**src/rtl/ts_cut_head_n.sv**
```systemverilog
// ---------------------------------------------------------------------------
// ts_cut_head_n
//
// Purpose:
//   Drops the first N words of every input burst and forwards the rest with
//   one cycle of latency. A burst is a contiguous run of ts_din_en=1 cycles.
//   N is taken from cut_head on the first word of the burst and then held for
//   the whole burst, so cut_head may change mid-burst without effect.
//   The first forwarded word of each burst is flagged with ts_dout_sop.
//   With N=1 this behaves as the classic single-word head cut.
//
// Parameters:
//   DW           data word width
//   CW           width of the cut_head count
//
// Ports:
//   clk          clock, rising edge
//   rst          asynchronous reset, active low
//   ts_din_en    input word valid
//   ts_din       input data word
//   cut_head     words to drop at the head of each burst
//   ts_dout      registered copy of ts_din (qualified only by ts_dout_en)
//   ts_dout_en   output word valid
//   ts_dout_sop  first kept word of a burst
//
// Optional feature (macro TS_CUT_HEAD_STAT_EN):
//   burst_cnt    number of bursts started, saturating at 0xFFFFFFFF
//   drop_cnt     number of words dropped, saturating at 0xFFFFFFFF
// ---------------------------------------------------------------------------
module ts_cut_head_n #(
  parameter int DW = 32,
  parameter int CW = 4
) (
  input  logic          clk,
  input  logic          rst,
  input  logic          ts_din_en,
  input  logic [DW-1:0] ts_din,
  input  logic [CW-1:0] cut_head,
  output logic [DW-1:0] ts_dout,
  output logic          ts_dout_en,
  output logic          ts_dout_sop
`ifdef TS_CUT_HEAD_STAT_EN
  ,
  output logic [31:0]   burst_cnt,
  output logic [31:0]   drop_cnt
`endif
);

  typedef enum logic [1:0] {
    IDLE = 2'd0,
    CUT  = 2'd1,
    PASS = 2'd2
  } state_t;

  state_t        r_state;
  state_t        w_state_nxt;
  logic [CW-1:0] r_cnt;
  logic [CW-1:0] w_cnt_nxt;
  logic          r_prev_en;

  logic          w_start;
  logic          w_emit;
  logic          w_sop;
  logic          w_drop;

  logic [DW-1:0] r_dout;
  logic          r_dout_en;
  logic          r_dout_sop;

  // A burst starts on a valid word whose previous cycle was not valid.
  // r_prev_en is cleared by reset, so a burst that is still running when
  // reset releases is seen as a fresh burst.
  assign w_start = ts_din_en & ~r_prev_en;

  // State, remaining-drop counter and previous-enable registers.
  always_ff @(posedge clk or negedge rst) begin
    if (!rst) begin
      r_state   <= IDLE;
      r_cnt     <= '0;
      r_prev_en <= 1'b0;
    end else begin
      r_state   <= w_state_nxt;
      r_cnt     <= w_cnt_nxt;
      r_prev_en <= ts_din_en;
    end
  end

  // r_cnt holds how many more words must be dropped after the current one.
  // It is loaded with N-1 on the burst start word (that word is itself
  // dropped) and only decremented while non-zero, so it never wraps.
  // When it reads zero in CUT, the current word is the first one kept.
  always_comb begin
    w_state_nxt = r_state;
    w_cnt_nxt   = r_cnt;
    w_emit      = 1'b0;
    w_sop       = 1'b0;
    w_drop      = 1'b0;

    if (!ts_din_en) begin
      w_state_nxt = IDLE;
    end else if (w_start) begin
      if (cut_head == '0) begin
        w_state_nxt = PASS;
        w_emit      = 1'b1;
        w_sop       = 1'b1;
      end else begin
        w_state_nxt = CUT;
        w_cnt_nxt   = cut_head - CW'(1);
        w_drop      = 1'b1;
      end
    end else begin
      case (r_state)
        CUT: begin
          if (r_cnt == '0) begin
            w_state_nxt = PASS;
            w_emit      = 1'b1;
            w_sop       = 1'b1;
          end else begin
            w_cnt_nxt   = r_cnt - CW'(1);
            w_drop      = 1'b1;
          end
        end
        PASS: begin
          w_emit = 1'b1;
        end
        default: begin
          w_state_nxt = IDLE;
        end
      endcase
    end
  end

  // Output stage: data is always registered; only the strobes depend on
  // the FSM decision for the word.
  always_ff @(posedge clk or negedge rst) begin
    if (!rst) begin
      r_dout     <= '0;
      r_dout_en  <= 1'b0;
      r_dout_sop <= 1'b0;
    end else begin
      r_dout     <= ts_din;
      r_dout_en  <= w_emit;
      r_dout_sop <= w_sop;
    end
  end

  assign ts_dout     = r_dout;
  assign ts_dout_en  = r_dout_en;
  assign ts_dout_sop = r_dout_sop;

`ifdef TS_CUT_HEAD_STAT_EN
  logic [31:0] r_burst_cnt;
  logic [31:0] r_drop_cnt;

  // Saturating statistics counters.
  always_ff @(posedge clk or negedge rst) begin
    if (!rst) begin
      r_burst_cnt <= '0;
      r_drop_cnt  <= '0;
    end else begin
      if (w_start && (r_burst_cnt != 32'hFFFF_FFFF)) begin
        r_burst_cnt <= r_burst_cnt + 32'd1;
      end
      if (w_drop && (r_drop_cnt != 32'hFFFF_FFFF)) begin
        r_drop_cnt <= r_drop_cnt + 32'd1;
      end
    end
  end

  assign burst_cnt = r_burst_cnt;
  assign drop_cnt  = r_drop_cnt;
`endif

endmodule

```
**config.mk**
```make
export PLATFORM = sky130hd
export DESIGN_NAME = ts_cut_head_n
export DESIGN_NICKNAME = d
export VERILOG_FILES = /design/src/rtl/ts_cut_head_n.sv
export SDC_FILE = /design/constraint.sdc
export NUM_CORES = 1
export LEC_CHECK = 0
export BUFFER_PORTS_ARGS = -buffer_cell sky130_fd_sc_hd__buf_4
export CORE_MARGIN = 2
export CORE_UTILIZATION = 46
export DETAILED_ROUTE_END_ITERATION = 8
export PLACE_DENSITY = 0.82
export SLEW_MARGIN = 40
export SYNTH_ARGS = -nofsm -noshare
export SYNTH_HDL_FRONTEND = slang
export SYNTH_SLANG_ARGS = --single-unit
```
**constraint.sdc**
```tcl
create_clock -name clk -period 3.7 [get_ports clk]
set_clock_uncertainty 0.05 [all_clocks]
set_input_delay 0.74 -clock clk [delete_from_list [all_inputs] [get_ports clk]]
set_output_delay 0.74 -clock clk [all_outputs]
set_load 0.005 [all_outputs]
```
==> out/metrics.cfg <==
[floorplan]
dieHeight_um = 58.45
initial_core_util = 0.4903
dieArea_um2 = 3416
num_rows = 19
die_width_um = 58.45
core_area_um2 = 2781
pin_count = 73

[cts]
cts_sinks = 41
cts_tree = done
cts_hold_buf = 0
post-cts-setup-buffers = 0
clk_latency_ns = 0.34
clk_pin_slew_worst_paths_ns = 0.12
cts_root_buf = clkbuf_4
clock_path_buffers = 2
cts_resized = 0
cts_buffers = 5
cts_max_level = 2

[drt]
vias_per_cell = 5.205
drtIter0Drc = 22
via_count = 1015
first_pass_iters = 4
drc = 0
wl_per_cell_um = 15.20
wl_mm = 2.964
drtAntennaViolNets = 0

[sta]
relSlewSlack = 0.6765
fin_ws_ns = 1.643
tightest_slew_ns = 0.4853
hold_ws_ns = 0.2890
maxSlewViolCount = 0
period_share = 0.5561
timing.setup.tns_ns = 0
hold_viol = 0
layout_min_cycle_time_ns = 2.057
max_freq_mhz = 486.1
setup_viol = 0
grt_setup_unrepaired = false

[global_routing]
use_met2 = 0.3114
track_usage = 0.1891
grt_max_degree = 42
grt_pass1_wl_mm = 4.616
grt_util_met3 = 0.1187
grt.met1_usage = 0.1961
grt_overflow_total = 0
grt_pass1_vias = 1061
antenna_found_initial = 0
busiest_layer = met2

[yosys]
synth-simple-area-share = 0.09817
async_reset_ff_frac = 1.000
syn_nets = 127
synth-edff-count = 0
ys.warnings.count = 0
synthesis.area_um2 = 1364
synth-compound-area-share = 0.08807
synth.distinct_cells = 27
synth-seq-cells = 41
synthMuxAreaShare = 0.02294
syn_area_per_cell_um2 = 16.04
synthCells = 85
synth_ff_type = dfrtp_1
synth_top_family_by_area = simple AND/OR/NAND/NOR gates
yosysSeqAreaShare = 0.7523
synthAdderAreaFrac = 0.02752
synth-xor-area-share = 0

[worst_setup_path]
critical_path_required_ns = 3.94
cp_slowest_cell = dfrtp_1
end_kind = flop
cpPeakStageDelay_ns = 0.47
crit_arrival_ns = 2.30
path_max_fanout = 9
path_class = reg2reg
path_cells = nand2b_1, mux2i_1, ha_1, o21ai_0, a211oi_1, o21a_1
critPathLaunchType = flop

[pwr]
p_leak_nw = 0.9750
power_uw = 906.7
ir_drop_mv = 0.4436
power_density_nw_per_um2 = 455.5

[final_layout]
syn2layout_area_growth_pct = 45.96
fin_util = 0.7157
final_nets = 205
drive_above_1_share = 0.5244
final_cell_area_um2 = 1991
antennaDiodeCount = 0
fill_cells = 194
stdcell_count = 195

[status]
status = finished clean

[place]
gp_congestion = 0.8068
dp_cells = 187
dp_hpwl_mm = 2.327
placed_area_um2 = 1936
numPortBuffers = 72
dp_slack_ns = 1.304

[min_path]
worstHoldPathType = in2async

[run]
maxCapViolCount = 0

-- placed cells by master, fill, tap and decap left out --
master	n
mux2_2	1
a211oi_1	1
clkinvlp_4	1
clkinv_2	2
mux2i_1	2
nor2_1	3
o21ai_0	2
ha_1	3
o21a_1	2
a21oi_1	5
nor4_1	1
nand2b_1	1
o22ai_4	1
nor3_1	2
nand4_1	1
nand2_1	5
o32ai_1	1
o211ai_1	1
clkbuf_4	5
a32o_1	1
o31ai_1	1
o31a_1	1
dfrtp_1	41
nand3_1	1
and4_4	1
nor3_2	1
or2_1	1
inv_1	2
nor4_4	2
buf_4	72
-- cell usage after synthesis, types with 2 or more instances --
library cell  number  area [µm²]
o21a_1             2       15.01
nand2_1            5       18.77
nor2_1             3       11.26
o21ai_0            2       10.01
inv_1              2       7.510
dfrtp_1           41        1026
nor3_1             2       10.01
a21oi_1            5       25.02
mux2i_1            2       20.02
nor4_4             2       42.54
ha_1               3       37.54
-- area by class of cell --
class | count | area, µm² | share of cell area
well taps | 31 | 38.79 | 0.01948
repair buffers | 72 | 540.5 | 0.2715
flip-flops and latches | 41 | 1026 | 0.5154
inverters | 2 | 7.507 | 0.003771
clock inverters | 3 | 17.52 | 0.008799
clock buffers | 5 | 37.54 | 0.01886
multi-input cells | 41 | 322.8 | 0.1622
-- cell families (layout without fill, tap and decap cells) --
| group | after synthesis | after routing |
|---|---|---|
| muxes | 3 | 3 |
| adders and majority gates | 3 | 3 |
| AOI/OAI and AO/OA | 16 | 16 |
| DFF | 41 | 41 |
| buffers and inverters | 3 | 82 |
| and+or+nand+nor | 19 | 19 |
-- flip-flops by register name, indices dropped and copies added (netlist names) --
signal and flops:
ts_dout 32, r_cnt 4, r_state 2, r_prev_en 1, ts_dout_en 1, ts_dout_sop 1
-- worst max-delay path, delay by kind of cell, from the launching register on --
family	cells	cell delay, ns
AO/OA/AOI/OAI	3	0.54
flip-flops	1	0.47
multiplexers	1	0.28
adder cells (fa/ha/maj)	1	0.26
AND/OR/NAND/NOR	1	0.40
-- worst paths after layout --
check | from | to | slack [ns] | cells after the start
setup reg to reg | r_prev_en | r_cnt[2] | 1.64 | 6
max in group asynchronous | rst | ts_dout[9] | 2.96 | 1
hold reg to reg | r_state[0] | r_state[0] | 0.49 | 2
min in group clk | ts_din[10] | ts_dout[10] | 0.45 | 1
setup / recovery | r_prev_en | r_cnt[2] | 1.64 | 6
hold / removal | rst | r_cnt[3] | 0.29 | 1
-- where the power goes --
group	internal [mW]	switching (mW)	total (mW)
Clock	0.0717	0.141	0.213
Sequential	0.487	0.0413	0.528
Combinational	0.0928	0.0726	0.165
Total	0.651	0.255	0.907
-- metal layers --
metal / part of all wire / vias to the layer above
li1: - / 454
met1: 0.33 / 493
met4: 0.015 / 0
met2: 0.52 / 60
met3: 0.13 / 8
met5: 0 / -
(Power assumes the default switching activity.)
